## src/rtl/fifo_arb_pkg.sv

```systemverilog
// rtl/fifo_arb_pkg.sv - shared constants, state encoding and helpers for frame_wr_arbiter
//
// Purpose: default parameters, FSM state codes and small index helpers used by
// the frame write arbiter and its round-robin picker.
package fifo_arb_pkg;

  // Default parameter values for frame_wr_arbiter.
  localparam int NUM_REQ_DEF    = 4;
  localparam int DATA_WIDTH_DEF = 8;
  localparam int AW_DEF         = 9;
  localparam int LEN_W_DEF      = 11;

  // Idle cycles after every frame so the FIFO occupancy catches up with the
  // last registered write before the next free-space check.
  localparam int GAP_CYCLES = 2;

  // FSM state encoding.
  typedef logic [2:0] arb_state_t;
  localparam arb_state_t ST_IDLE = 3'd0;
  localparam arb_state_t ST_ARB  = 3'd1;
  localparam arb_state_t ST_XFER = 3'd2;
  localparam arb_state_t ST_DROP = 3'd3;
  localparam arb_state_t ST_GAP  = 3'd4;

  // Index reached by stepping k places upward from s, wrapping at n.
  function automatic int wrap_idx(input int s, input int k, input int n);
    return (s + k) % n;
  endfunction

endpackage

```

## src/rtl/frame_wr_arbiter_rr_pick.sv

```systemverilog
// rtl/frame_wr_arbiter_rr_pick.sv - combinational round-robin one-hot picker
//
// Purpose: pick the first asserted request searching upward from 'start' with
// wrap-around.
// Ports:
//   req     in  N   request vector
//   start   in  IW  index where the search begins (last winner + 1)
//   gnt_oh  out N   one-hot pick, zero when nothing is requested
//   gnt_idx out IW  index of the pick, zero when nothing is requested
//   found   out 1   at least one request was present
module rr_pick
  import fifo_arb_pkg::*;
#(
  parameter int N  = 4,
  parameter int IW = 2
) (
  input  logic [N-1:0]  req,
  input  logic [IW-1:0] start,
  output logic [N-1:0]  gnt_oh,
  output logic [IW-1:0] gnt_idx,
  output logic          found
);

  always_comb begin
    gnt_oh  = '0;
    gnt_idx = '0;
    found   = 1'b0;
    for (int k = 0; k < N; k++) begin
      if (!found && req[wrap_idx(int'(start), k, N)]) begin
        found                               = 1'b1;
        gnt_oh[wrap_idx(int'(start), k, N)] = 1'b1;
        gnt_idx                             = IW'(wrap_idx(int'(start), k, N));
      end
    end
  end

endmodule

```

## src/rtl/frame_wr_arbiter.sv

```systemverilog
// rtl/frame_wr_arbiter.sv - round-robin frame arbiter feeding one DC_FIFO write port
//
// Purpose: lets NUM_REQ frame sources share a FIFO write port. A frame is only
// granted when the FIFO has room for its whole declared length, so a granted
// frame never waits on space mid-way except for transient FifoWrFull.
// Ports:
//   SysClk      in   1                   clock, shared with the FIFO write side
//   Reset_N     in   1                   synchronous active-low reset
//   ReqValid    in   NUM_REQ             requester presents a word
//   ReqLen      in   NUM_REQ*LEN_W       declared frame length in words
//   ReqData     in   NUM_REQ*DATA_WIDTH  word data
//   ReqLast     in   NUM_REQ             last word of the frame
//   ReqReady    out  NUM_REQ             word accepted on ReqValid & ReqReady
//   FifoWrEn    out  1                   FIFO write enable (registered)
//   FifoWrData  out  DATA_WIDTH          FIFO write data (registered)
//   FifoWrDNum  in   AW                  FIFO write-side occupancy
//   FifoWrFull  in   1                   FIFO full
//   Grant       out  NUM_REQ             one-hot current owner
//   LenErr      out  1                   pulse on rejected or mis-sized frame
module frame_wr_arbiter
  import fifo_arb_pkg::*;
#(
  parameter int NUM_REQ    = NUM_REQ_DEF,
  parameter int DATA_WIDTH = DATA_WIDTH_DEF,
  parameter int AW         = AW_DEF,
  parameter int LEN_W      = LEN_W_DEF
) (
  input  logic                          SysClk,
  input  logic                          Reset_N,
  input  logic [NUM_REQ-1:0]            ReqValid,
  input  logic [NUM_REQ*LEN_W-1:0]      ReqLen,
  input  logic [NUM_REQ*DATA_WIDTH-1:0] ReqData,
  input  logic [NUM_REQ-1:0]            ReqLast,
  output logic [NUM_REQ-1:0]            ReqReady,
  output logic                          FifoWrEn,
  output logic [DATA_WIDTH-1:0]         FifoWrData,
  input  logic [AW-1:0]                 FifoWrDNum,
  input  logic                          FifoWrFull,
  output logic [NUM_REQ-1:0]            Grant,
  output logic                          LenErr
);

  localparam int IW  = (NUM_REQ > 1) ? $clog2(NUM_REQ) : 1;
  localparam int CAP = (1 << AW) - 1;

  // Length arithmetic is done one bit wider than the length field so lengths
  // above the FIFO capacity compare correctly.
  localparam logic [LEN_W:0]  CAP_W   = (LEN_W + 1)'(CAP);
  localparam logic [LEN_W:0]  CNT_ONE = (LEN_W + 1)'(1);
  localparam logic [IW-1:0]   IDX_ONE = IW'(1);
  localparam logic [IW-1:0]   IDX_MAX = IW'(NUM_REQ - 1);
  localparam logic [1:0]      GAP_END = 2'(GAP_CYCLES - 1);

  arb_state_t                state_q,   state_d;
  logic [IW-1:0]             ptr_q,     ptr_d;
  logic [NUM_REQ-1:0]        grant_q,   grant_d;
  logic [IW-1:0]             gidx_q,    gidx_d;
  logic [LEN_W-1:0]          len_q,     len_d;
  logic [LEN_W:0]            cnt_q,     cnt_d;
  logic [1:0]                gap_q,     gap_d;
  logic                      wr_en_q,   wr_en_d;
  logic [DATA_WIDTH-1:0]     wr_data_q, wr_data_d;
  logic                      lenerr_q,  lenerr_d;

  // Round-robin candidate among the currently valid requesters.
  logic [NUM_REQ-1:0] pick_oh;
  logic [IW-1:0]      pick_idx;
  logic               pick_found;

  rr_pick #(
    .N  (NUM_REQ),
    .IW (IW)
  ) u_rr_pick (
    .req     (ReqValid),
    .start   (ptr_q),
    .gnt_oh  (pick_oh),
    .gnt_idx (pick_idx),
    .found   (pick_found)
  );

  // Candidate length checks against the FIFO capacity and current free space.
  logic [LEN_W-1:0] pick_len;
  logic [LEN_W:0]   pick_len_w;
  logic [LEN_W:0]   free_w;
  logic             len_bad;
  logic             len_fits;

  assign pick_len   = ReqLen[int'(pick_idx)*LEN_W +: LEN_W];
  assign pick_len_w = {1'b0, pick_len};
  assign free_w     = CAP_W - (LEN_W + 1)'(FifoWrDNum);
  assign len_bad    = (pick_len == '0) || (pick_len_w > CAP_W);
  assign len_fits   = (pick_len_w <= free_w);

  // Signals of the current owner.
  logic                  cur_valid;
  logic                  cur_last;
  logic [DATA_WIDTH-1:0] cur_data;
  logic                  accept;
  logic [NUM_REQ-1:0]    ready_w;
  logic [LEN_W:0]        cnt_inc;
  logic [IW-1:0]         ptr_next;

  assign cur_valid = ReqValid[gidx_q];
  assign cur_last  = ReqLast[gidx_q];
  assign cur_data  = ReqData[int'(gidx_q)*DATA_WIDTH +: DATA_WIDTH];

  // DROP swallows words regardless of FifoWrFull since nothing is written.
  always_comb begin
    ready_w = '0;
    if (state_q == ST_XFER && !FifoWrFull) begin
      ready_w = grant_q;
    end else if (state_q == ST_DROP) begin
      ready_w = grant_q;
    end
  end

  assign ReqReady = ready_w;
  assign accept   = cur_valid & ready_w[gidx_q];

  // Saturates so an over-long frame can never wrap back to a matching count.
  assign cnt_inc  = (&cnt_q) ? cnt_q : (cnt_q + CNT_ONE);
  assign ptr_next = (pick_idx == IDX_MAX) ? '0 : (pick_idx + IDX_ONE);

  always_comb begin
    state_d   = state_q;
    ptr_d     = ptr_q;
    grant_d   = grant_q;
    gidx_d    = gidx_q;
    len_d     = len_q;
    cnt_d     = cnt_q;
    gap_d     = gap_q;
    wr_en_d   = 1'b0;
    wr_data_d = wr_data_q;
    lenerr_d  = 1'b0;

    case (state_q)
      ST_IDLE: begin
        if (|ReqValid) begin
          state_d = ST_ARB;
        end
      end

      ST_ARB: begin
        if (!pick_found) begin
          state_d = ST_IDLE;
        end else if (len_bad) begin
          // The frame is owned only long enough to drain it.
          state_d  = ST_DROP;
          grant_d  = pick_oh;
          gidx_d   = pick_idx;
          ptr_d    = ptr_next;
          lenerr_d = 1'b1;
        end else if (len_fits) begin
          state_d = ST_XFER;
          grant_d = pick_oh;
          gidx_d  = pick_idx;
          len_d   = pick_len;
          cnt_d   = '0;
          ptr_d   = ptr_next;
        end
        // Not enough room: hold with the pointer unchanged so this candidate
        // keeps priority until the FIFO drains.
      end

      ST_XFER: begin
        if (accept) begin
          cnt_d = cnt_inc;
          if (cnt_q < {1'b0, len_q}) begin
            wr_en_d   = 1'b1;
            wr_data_d = cur_data;
          end
          if (cur_last) begin
            state_d  = ST_GAP;
            grant_d  = '0;
            gap_d    = '0;
            lenerr_d = (cnt_inc != {1'b0, len_q});
          end
        end
      end

      ST_DROP: begin
        if (accept && cur_last) begin
          state_d = ST_GAP;
          grant_d = '0;
          gap_d   = '0;
        end
      end

      ST_GAP: begin
        gap_d = gap_q + 2'd1;
        if (gap_q == GAP_END) begin
          state_d = (|ReqValid) ? ST_ARB : ST_IDLE;
        end
      end

      default: begin
        state_d = ST_IDLE;
        grant_d = '0;
      end
    endcase
  end

  always_ff @(posedge SysClk) begin
    if (!Reset_N) begin
      state_q   <= ST_IDLE;
      ptr_q     <= '0;
      grant_q   <= '0;
      gidx_q    <= '0;
      len_q     <= '0;
      cnt_q     <= '0;
      gap_q     <= '0;
      wr_en_q   <= 1'b0;
      wr_data_q <= '0;
      lenerr_q  <= 1'b0;
    end else begin
      state_q   <= state_d;
      ptr_q     <= ptr_d;
      grant_q   <= grant_d;
      gidx_q    <= gidx_d;
      len_q     <= len_d;
      cnt_q     <= cnt_d;
      gap_q     <= gap_d;
      wr_en_q   <= wr_en_d;
      wr_data_q <= wr_data_d;
      lenerr_q  <= lenerr_d;
    end
  end

  assign Grant      = grant_q;
  assign FifoWrEn   = wr_en_q;
  assign FifoWrData = wr_data_q;
  assign LenErr     = lenerr_q;

endmodule

```

## config.mk

```make
export PLATFORM = sky130hd
export DESIGN_NAME = frame_wr_arbiter
export DESIGN_NICKNAME = d
export VERILOG_FILES = /design/src/rtl/fifo_arb_pkg.sv /design/src/rtl/frame_wr_arbiter_rr_pick.sv /design/src/rtl/frame_wr_arbiter.sv
export SDC_FILE = /design/constraint.sdc
export NUM_CORES = 1
export LEC_CHECK = 0
export ABC_AREA = 1
export BUFFER_PORTS_ARGS = -buffer_cell sky130_fd_sc_hd__buf_4
export CAP_MARGIN = 5
export CORE_UTILIZATION = 49
export CTS_CLUSTER_SIZE = 30
export DETAILED_ROUTE_END_ITERATION = 10
export HOLD_SLACK_MARGIN = 0.05
export PLACE_DENSITY = 0.83
export SLEW_MARGIN = 20
export SYNTH_ARGS = -nofsm -noshare
export SYNTH_HDL_FRONTEND = slang
export SYNTH_SLANG_ARGS = --single-unit
```

## constraint.sdc

```tcl
create_clock -name SysClk -period 3.45 [get_ports SysClk]
set_input_delay 0.345 -clock SysClk [delete_from_list [all_inputs] [get_ports SysClk]]
set_output_delay 0.345 -clock SysClk [all_outputs]
set_load 0.01 [all_outputs]
```

Word level (Yosys, flattened, before mapping):

Index checks and enable logic that the tools add are counted.

* flip-flop bits (word level): 46
* bits of input ports: 96
* logic and storage cells: 168

* $add $sub $neg: 7
* multipliers: 1
* magnitude comparators: 12
* equality and inequality tests: 17
* shifts and indexed selects: 2
* multiplexer cells: 77
* bitwise operators: 9
* reductions and logical operators: 33

Operators by type and width (number)
* 12-bit two-way mux: 5
* 4-bit two-way mux: 12
* 44-bit by 7-bit variable part select with 11-bit output: 1
* 32-bit by 6-bit variable part select with 8-bit output: 1
* 1-bit two-way mux: 24
* 2-bit two-way mux: 12
* 3-bit two-way mux: 8
* 12-bit one-hot mux with 2 select lines: 1
* 4-bit one-hot mux with 4 select lines: 1
* 3-bit one-hot mux with 5 select lines: 1
* 1-bit binary-select mux with 2-bit select: 7
* 2-bit inequality test (second input constant): 7
* 12-bit by 1-bit adder with 12-bit output (second input constant): 1
* 11-bit by 12-bit less-or-equal comparator with 1-bit output: 1
* 12-bit by 11-bit less-than comparator with 1-bit output: 1
* 3-bit by 4-bit less-than comparator with 1-bit output (second input constant): 3
* 12-bit by 11-bit inequality test with 1-bit output: 1
* 4-bit bitwise OR: 3
* 12-bit AND reduction: 1
* 6-bit AND reduction: 2
* 11-bit by 9-bit greater-than comparator with 1-bit output (second input constant): 1
* 11-bit logical NOT: 1
* 9-bit by 9-bit subtractor with 10-bit output (first input constant): 1
* 3-bit by 1-bit >= comparator with 1-bit output (second input constant): 3
* other kinds (30): 59

Depth between registers and ports, before layout:

Gate-level depths: netlist of the first run.

* depth after elaboration: 21
* gate-level depth with buffers: 28

By module:

From an unflattened synthesis of the first run, not the netlist that was laid out.

* cell total of the unflattened synthesis: 691
* area, all modules: 4139.0 um^2

By module, submodules not included
* frame_wr_arbiter: instances 1, cells each 617, area each 3698.5 um^2, seq. area each 920.9 um^2
* rr_pick: instances 1, cells each 74, area each 440.4 um^2, seq. area each 0.0 um^2

Worst setup path after synthesis of the first run:

OpenSTA, ideal clock, no wires.

* path type: reg2reg
* start point: register ptr_q[0]
* end point: register cnt_q[9]
* data arrival time: 3.511 ns
* required time: 3.335 ns
* slack: -0.176 ns
* stages on the path, launching flop included: 28
* buffers on the path: 3
* clock period less this slack: 3.626 ns
* path through: dfxtp_1 buf_6 inv_8 ha_1 inv_1 nand3_1 nand2_1 nand4_2 nand3_2 nand2_2 inv_2 buf_6 nand3_1 nand2_1 inv_1 ha_1 nand2_1 inv_1 a221oi_1 o21ai_0 a21oi_1 or2_2 nand3_4 a21oi_4 buf_6 nand3_1 nand2_1 nor2_1

* longest elaborated chain between the ends: 18
* elaborated cells on any way between the ends: 38

Ends and longest elaborated chain
* start: declaration: RTL line frame_wr_arbiter.sv:55 `logic [IW-1:0] ptr_q, ptr_d;`
* start signal: assignment: RTL line frame_wr_arbiter.sv:217 `ptr_q <= ptr_d;`
* 2-bit by 1-bit adder with 2-bit output / 1-bit binary-select mux with 2-bit select (equally long branches): RTL line fifo_arb_pkg.sv:27, frame_wr_arbiter_rr_pick.sv:29
* 1-bit binary-select mux with 2-bit select / 1-bit two-way mux (equally long branches): RTL line frame_wr_arbiter_rr_pick.sv:29 `if (!found && req[wrap_idx(int'(start), k, N)]) begin`
* 1-bit two-way mux (implied by the code): RTL line frame_wr_arbiter_rr_pick.sv:29
* 1-bit two-way mux (implied by the code) / 1-bit logical NOT (equally long branches): RTL line frame_wr_arbiter_rr_pick.sv:29
* 1-bit logical AND: RTL line frame_wr_arbiter_rr_pick.sv:29
* 1-bit two-way mux: RTL line frame_wr_arbiter_rr_pick.sv:29
* 1-bit logical NOT: RTL line frame_wr_arbiter_rr_pick.sv:29
* 1-bit logical AND: RTL line frame_wr_arbiter_rr_pick.sv:29
* [3 not listed]
* 2-bit two-way mux *: RTL line frame_wr_arbiter_rr_pick.sv:29
* 2-bit by 4-bit multiplier with 6-bit output *: RTL line frame_wr_arbiter.sv:88 `assign pick_len = ReqLen[int'(pick_idx)*LEN_W +: LEN_W];`
* 44-bit by 7-bit variable part select with 11-bit output *: RTL line frame_wr_arbiter.sv:88
* via pick_len[3]: RTL line frame_wr_arbiter.sv:82 `logic [LEN_W-1:0] pick_len;`
* 11-bit by 9-bit greater-than comparator with 1-bit output / 11-bit logical NOT (equally long branches): RTL line frame_wr_arbiter.sv:91 `assign len_bad = (pick_len == '0) || (pick_len_w > CAP_W);`
* 1-bit logical OR: RTL line frame_wr_arbiter.sv:91
* 2-bit inequality test (no source line)
* 5-bit AND reduction (no source line) *
* end signal: assignment: RTL line frame_wr_arbiter.sv:221 `cnt_q <= cnt_d;`
* end: declaration: RTL line frame_wr_arbiter.sv:59 `logic [LEN_W:0] cnt_q, cnt_d;`

Mark *: on every way through the listed nets, which the timed path passes. The rest lies on a longest branch. The select of a mux whose other input is x is not followed.
A chain may end at the register's enable or synchronous reset.

Worst setup path after layout of the first run:

* start point: register ptr_q[0]
* end point: register len_q[6]

* longest elaborated chain between the ends: 18
* elaborated cells on any way between the ends: 36

Ends and longest elaborated chain
* 2-bit by 1-bit adder with 2-bit output / 1-bit binary-select mux with 2-bit select (equally long branches): RTL line fifo_arb_pkg.sv:27, frame_wr_arbiter_rr_pick.sv:29
* 1-bit binary-select mux with 2-bit select / 1-bit two-way mux (equally long branches): RTL line frame_wr_arbiter_rr_pick.sv:29
* 1-bit two-way mux (implied by the code): RTL line frame_wr_arbiter_rr_pick.sv:29
* 1-bit two-way mux (implied by the code) / 1-bit logical NOT (equally long branches): RTL line frame_wr_arbiter_rr_pick.sv:29
* 1-bit logical AND: RTL line frame_wr_arbiter_rr_pick.sv:29
* 1-bit two-way mux: RTL line frame_wr_arbiter_rr_pick.sv:29
* 1-bit logical NOT: RTL line frame_wr_arbiter_rr_pick.sv:29
* 1-bit logical AND: RTL line frame_wr_arbiter_rr_pick.sv:29
* [3 not listed]
* 2-bit two-way mux *: RTL line frame_wr_arbiter_rr_pick.sv:29
* 2-bit by 4-bit multiplier with 6-bit output *: RTL line frame_wr_arbiter.sv:88
* 44-bit by 7-bit variable part select with 11-bit output *: RTL line frame_wr_arbiter.sv:88
* via pick_len[1]: RTL line frame_wr_arbiter.sv:82
* 11-bit by 9-bit greater-than comparator with 1-bit output / 11-bit logical NOT (equally long branches): RTL line frame_wr_arbiter.sv:91
* 1-bit logical OR: RTL line frame_wr_arbiter.sv:91
* 1-bit NOT (no source line)
* 4-bit AND reduction (no source line) *
* end signal: assignment: RTL line frame_wr_arbiter.sv:220 `len_q <= len_d;`
* end: declaration: RTL line frame_wr_arbiter.sv:58 `logic [LEN_W-1:0] len_q, len_d;`

Marked as above.

==> results.yml, run 1 <==
timing:
  hold_viol_final: 0
  maxSlewViolCount: 0
  tightest_slew_ps: 557.9
  period_needed_ps: 3783
  setup_slack_ps: -332.5
  worst_hold_slack_ps: 449.5
  relSlewSlack: 0.6277
  finalSetupViolCount: 32
  rsz0062_at_grt: "true"
  clock.fmax_ghz: 0.2644
  fin_worst_skew_ps: 6.467
  tns_ps: -7677
  fin_crit_sh: 1.096
run:
  maxCapViolCount: 0
yosys:
  synth.distinct_cells: 49
  synth_nets: 801
  synth_most_common_cell: "nand2_1"
  seq_area_frac_synth: 0.2167
  synth_area_sq_um: 4249
  synth_common_cells: "nand2_1, inv_1, nor2_1"
  ys.flop_type: "dfxtp_1"
  yosysTopAreaCell: "dfxtp_1"
  synth-edff-count: 0
  yosysWarnings: 0
  syn_inst: 677
  avgSynthCellArea_sq_um: 6.276
  synth-seq-cells: 46
  synthTopCellsByArea: "dfxtp_1, nand2_1, ha_1, inv_1, nor2_1"
  synth_top_area_frac: 0.2167
  synthArstFlopShare: 0
power_and_ir_drop:
  vdd_drop_max_mv: 0.4000
  p_leak_nw: 3.007
  p_per_area_nw_per_um2: 799.2
  fin_total_pwr_mw: 4.988
grt:
  grt_pass1_vias: 5484
  grt_max_degree: 32
  grtUsageTotal: 0.3326
  antenna_found_initial: 0
  grt_pass1_wl_mm: 23.98
  grt_overflow: 0
setup_path:
  startpoint_type: "flip-flop"
  rr_startpoint: "ptr_q[0]$_SDFFE_PN0P_"
  required_ps: 3660
  cp-end-kind: "flip-flop"
  reg2reg_depth: 26
  crit_family: "simple AND/OR/NAND/NOR gates"
  worst-path-buf-inv: 7
  critPathMaxStageDelay_ps: 400
  crit_type: "flip-flop to flip-flop"
  crit_path_top_delay_cell: "dfxtp_4"
  r2r_setup_slack_ps: -330
  crit_arrival_ps: 3990
  cp_max_fo: 6
  cp_common_cell: "nand2_4"
  reg2reg_to: "len_q[6]$_SDFFE_PN0P_"
finish:
  instances_no_fill: 953
  area_growth_pct: 46.88
  antenna_cells: 0
  drive_gt1_frac: 0.3455
  regArea_sq_um: 925.9
  nFillCells: 552
  multi_input_area_sq_um: 3193
  fin_nets: 971
drt:
  vias_per_cell: 5.913
  drt_pass1_iterations: 6
  antenna_left: 0
  wl_per_cell_microns: 16.54
  wirelength_mm: 15.77
  top_layer: "met4"
  drt_iter0_markers: 492
  drc: 0
  via_count: 5635
  wl_met3_mm: 1.508
  dr_wl_met2_mm: 7.803
  wl_met1_mm: 5.664
clock_tree:
  clock_latency_ps: 310
  cts-root-buf: "clkbuf_8"
  clkTransAtPathRegs_ps: 90
  htree_levels: 2
  cts_hold_buf: 0
  cts-buffers-inserted: 5
  cts_tree: "yes"
  clock-sinks: 46
  clk_path_buf_depth: 2
die:
  num_io_pins: 114
  die_y_microns: 95.12
  core.rowCount: 33
  dieArea_sq_um: 9048
  start_util: 0.5120
  coreArea_sq_um: 8299
  die_w_microns: 95.12
status:
  status: "finished with violations"
  violations: "negative setup slack"
worst_hold_path:
  hold_depth: 3
  min_path_type: "input port to flip-flop"
  hp-start: "Reset_N"
  hold_end: "cnt_q[6]$_SDFFE_PN0P_"
placed_design:
  dp_slack_ps: -164.0
  routabilityCongestion: 0.9572
  dpl.cell_count: 905
  dpl.hpwl_mm: 9.980
  io_buffers: 113
[flip-flops by register name (all words and copies together), names as in the netlist, 2 cells and up]
name / cells
ptr_q: 2
gidx_q: 2
Grant: 4
state_q: 3
cnt_q: 12
gap_q: 2
FifoWrData: 8
len_q: 11
[tightest hold or removal path, stage by stage]
cell and delay (ps):
buf_4 230, nand2_1 110, nor2_1 30
[kinds of logic (layout without fill, tap and decap cells)]
kind of cell	Yosys count	after routing	synth area share
flops	46	46	0.2167
mux	1	1	0.002356
fa+ha+maj	28	28	0.08245
simple gates	352	354	0.3846
xor+xnor	11	11	0.02267
compound gates	125	125	0.1717
buf+inv	114	283	0.1196
[how the worst max path moves through the flow]
stage | from | endpoint | depth (start not counted)
after global routing | ptr_q[0]$_SDFFE_PN0P_ | cnt_q[1]$_SDFFE_PN0P_ | 27
final | ptr_q[0]$_SDFFE_PN0P_ | len_q[6]$_SDFFE_PN0P_ | 26
after global placement | ptr_q[0]$_SDFFE_PN0P_ | Grant[0]$_SDFFE_PN0P_ | 25
after detailed placement | ptr_q[0]$_SDFFE_PN0P_ | Grant[0]$_SDFFE_PN0P_ | 25
after CTS | ptr_q[0]$_SDFFE_PN0P_ | cnt_q[11]$_SDFFE_PN0P_ | 26
after floorplan | ptr_q[0]$_SDFFE_PN0P_ | cnt_q[9]$_SDFFE_PN0P_ | 28
[through the flow]
step           instance area, sq um    util
5_1_grt                        6241  0.7520
2_1_floorplan                  4295       -
3_5_place_dp                   5376  0.6478
6_report                       6241  0.7520
4_1_cts                        6007  0.7238
3_3_place_gp                   5376  0.6478
[cells in the final DEF, fill, tap and decap left out, drive strengths merged, types with 2 or more instances in the layout]
master and count:
a21oi 46, inv 91, buf 185, nor2 87, dfxtp 46, a211oi 3, nand3 68, or2 3
nor3 6, clkbuf 6, nand4 21, nand2 163, a21boi 2, o31ai 2, o21ai 47, xor2 11
o221ai 3, a221oi 2, o22ai 11, and3 2, ha 28, o211ai 6
[where the power goes]
part	total [mW]	switching [mW]	internal [mW]
Combinational	3.87	2.13	1.75
Sequential	0.743	0.107	0.637
Clock	0.371	0.205	0.165
Total	4.99	2.44	2.55
[repair_timing]
item	CTS	global route
buffers inserted	26	7
cloned	6	1
pin swaps	9	27
setup endpoints to repair	31	33
gates resized for setup	48	46
[cell type report]
| type | count | share of cell area |
|---|---|---|
| Multi-Input combinational cell | 519 | 0.5116 |
| Timing Repair Buffer | 185 | 0.2466 |
| Sequential cell | 46 | 0.1484 |
| Inverter | 90 | 0.05654 |
| Tap cell | 105 | 0.02105 |
| Clock buffer | 6 | 0.01323 |
| Clock inverter | 2 | 0.002606 |
[layer usage]
metal	GRT usage	vias up
li1	-	2588
met1	0.3650	2567
met4	0.1604	0
met2	0.6101	382
met5	0	-
met3	0.06061	98
No activity file was read; power rests on OpenSTA's default activity.
==> run 2: changes to the inputs <==
--- a/config.mk
+++ b/config.mk
@@ -8,11 +8,11 @@
 export ABC_AREA = 1
 export BUFFER_PORTS_ARGS = -buffer_cell sky130_fd_sc_hd__buf_4
 export CAP_MARGIN = 5
-export CORE_UTILIZATION = 49
+export CORE_UTILIZATION = 55
 export CTS_CLUSTER_SIZE = 30
 export DETAILED_ROUTE_END_ITERATION = 10
 export HOLD_SLACK_MARGIN = 0.05
-export PLACE_DENSITY = 0.83
+export PLACE_DENSITY = 0.88
 export SLEW_MARGIN = 20
 export SYNTH_ARGS = -nofsm -noshare
 export SYNTH_HDL_FRONTEND = slang
==> constraint.sdc (replaced) <==
create_clock -name SysClk -period 4.5 [get_ports SysClk]
set_input_delay 0.45 -clock SysClk [delete_from_list [all_inputs] [get_ports SysClk]]
set_output_delay 0.45 -clock SysClk [all_outputs]
set_load 0.01 [all_outputs]
==> results.yml, run 2 (synthesis results as in run 1) <==
status:
  status: "finished clean"
setup_path:
  cp_max_fo: 14
  critical_path.cell_chain: "inv_8, ha_1, inv_1, nand3_1, nand2_1, a21oi_2, nand2_2, nand3_4, o21ai_0, nand2_1, nand2_1, inv_1, ha_1, o21bai_1, a221oi_1, o21ai_0, a21oi_1, or2_2, nand2_1, nand4_1, nand3_1, nand2_1, nand2_1, nor2_1"
  cp-end-kind: "flip-flop"
  cp_common_cell: "nand2_1"
  crit_path_top_delay_cell: "dfxtp_1"
  reg2reg_to: "Grant[1]$_SDFFE_PN0P_"
  r2r_setup_slack_ps: 360
  crit_arrival_ps: 4350
  crit_type: "flip-flop to flip-flop"
  rr_startpoint: "ptr_q[0]$_SDFFE_PN0P_"
  reg2reg_depth: 24
  critPathMaxStageDelay_ps: 440
  required_ps: 4700
  startpoint_type: "flip-flop"
power_and_ir_drop:
  vdd_drop_max_mv: 0.2595
  clkPwrFrac: 0.114
  p_comb_frac: 0.671
  seqPwrFrac: 0.215
  p_per_area_nw_per_um2: 520.8
  p_leak_nw: 2.606
  intPower_mw: 1.328
  p_sw_mw: 1.415
  switching_share: 0.5159
timing:
  clock.fmax_ghz: 0.2413
  hold_viol_final: 0
  fin_worst_skew_ps: 6.836
  worst_hold_slack_ps: 475.0
  finalSetupViolCount: 0
  setup_slack_ps: 356.3
  period_needed_ps: 4144
  tightest_slew_ps: 685.4
  tns_ps: 0
  fin_crit_sh: 0.9208
  maxSlewViolCount: 0
  rsz0062_at_grt: "false"
  relSlewSlack: 0.5424
placed_design:
  routabilityCongestion: 0.9390
  postPlaceCellArea_sq_um: 5099
  io_buffers: 113
  dp_slack_ps: 103.2
  dpl.hpwl_mm: 9.340
grt:
  antenna_found_initial: 0
  grt_max_degree: 32
  grtUsageTotal: 0.2989
  grt_pass1_wl_mm: 20.54
  grt_overflow: 0
  grt_pass1_vias: 4746
clock_tree:
  clk_path_buf_depth: 2
  clkTransAtPathRegs_ps: 90
  cts_hold_buf: 0
  clock_latency_ps: 300
  cts-root-buf: "clkbuf_8"
  cts_tree: "yes"
  htree_levels: 2
  cts-buffers-inserted: 5
  clock-sinks: 46
drt:
  wl_per_cell_microns: 13.63
  drc: 0
  wirelength_mm: 12.03
  drt_pass1_iterations: 7
  drt_iter0_markers: 305
  vias_per_cell: 5.616
  antenna_left: 0
  via_count: 4959
finish:
  largest_reg_flops: 12
  layout_commonest_cell: "nand2_1"
  mostFrequentLayoutCells: "nand2_1, buf_4, inv_1, nor2_1, nand3_1"
  top_register: "cnt_q"
  drive_gt1_frac: 0.2194
  multi_input_area_sq_um: 2835
  antenna_cells: 0
  final_area_sq_um: 5266
  fin_nets: 907
  nFillCells: 646
  regArea_sq_um: 922.1
  fin_util: 0.7146
  area_growth_pct: 23.94
die:
  core.rowCount: 31
  num_io_pins: 114
  start_util: 0.5766
  dieArea_sq_um: 8081
  die_y_microns: 89.90
  die_w_microns: 89.90
  coreArea_sq_um: 7370
worst_hold_path:
  hp-start: "FifoWrData[2]$_SDFFE_PN0P_"
  hold_end: "FifoWrData[2]$_SDFFE_PN0P_"
  hold_depth: 2
  min_path_type: "flip-flop to flip-flop"
run:
  maxCapViolCount: 0
[run 2: cell types whose count changed in the layout (fill, tap and decap cells not counted), moves of 4 or more]
| cell | delta |
|---|---|
| inv_2 | -5 |
| buf_6 | -9 |
| nor2_2 | -9 |
| nand3_2 | -8 |
| inv_1 | +6 |
| nand3_4 | -4 |
| ha_4 | -6 |
| nand2_1 | +15 |
| buf_4 | -46 |
| nor2_1 | +11 |
| nand3_1 | +11 |
| nand2_2 | -7 |
| nand2_4 | -8 |
| ha_1 | +6 |
[run 2: layout make-up]
type,count,share of cell area
multi-input cells,518,0.5384
flip-flops and latches,46,0.1751
repair buffers,122,0.1746
inverters,90,0.06700
well taps,99,0.02352
clock buffers,5,0.01307
clock inverters,3,0.008316
[run 2: through the flow]
step,power [mW],instances
after floorplan,2.010,677
after global placement,2.300,870
after detailed placement,2.372,870
after CTS,2.688,878
after global routing,3.021,883
final,2.743,883
[run 2: how the worst max path moves through the flow]
| stage | from | end | slack, ps | cells after the start |
|---|---|---|---|---|
| detailed placement | ptr_q[1]$_SDFFE_PN0P_ | len_q[3]$_SDFFE_PN0P_ | 100 | 23 |
| CTS | ptr_q[1]$_SDFFE_PN0P_ | len_q[3]$_SDFFE_PN0P_ | 90 | 23 |
| floorplan | ptr_q[0]$_SDFFE_PN0P_ | cnt_q[9]$_SDFFE_PN0P_ | 870 | 27 |
| global route | ptr_q[0]$_SDFFE_PN0P_ | Grant[1]$_SDFFE_PN0P_ | 5 | 25 |
| finish | ptr_q[0]$_SDFFE_PN0P_ | Grant[1]$_SDFFE_PN0P_ | 360 | 24 |
| global placement | ptr_q[1]$_SDFFE_PN0P_ | len_q[3]$_SDFFE_PN0P_ | 380 | 23 |
[run 2: metal layers]
layer / global-route usage / up-vias / wire length (microns)
li1: - / 2459 / -
met1: 0.3632 / 2248 / 5052
met2: 0.5372 / 223 / 5967
met3: 0.04484 / 29 / 744
met4: 0.09946 / 0 / 270
met5: 0 / - / 0
[run 2: power groups by stage]
stage	clock network (mW)	logic (mW)	registers [mW]
6_report	0.313	1.84	0.591
5_1_grt	0.334	2.09	0.600
4_1_cts	0.317	1.78	0.587
3_5_place_dp	0	1.78	0.593
3_3_place_gp	0	1.71	0.589
2_1_floorplan	0	1.45	0.556
[run 2: timing repair]
item / 4_1_cts / 5_1_grt
endpoints found under the setup margin: 0 / 33
resized for setup: 0 / 5
setup buffers: 0 / 4
[run 2: critical path, delay by kind of cell, from the launching register on]
| kind | cells | cell delay (ps) |
|---|---|---|
| and+or+nand+nor | 13 | 1920 |
| AOI/OAI and AO/OA | 6 | 880 |
| adders and majority gates | 2 | 530 |
| DFF | 1 | 440 |
| buffers and inverters | 3 | 260 |
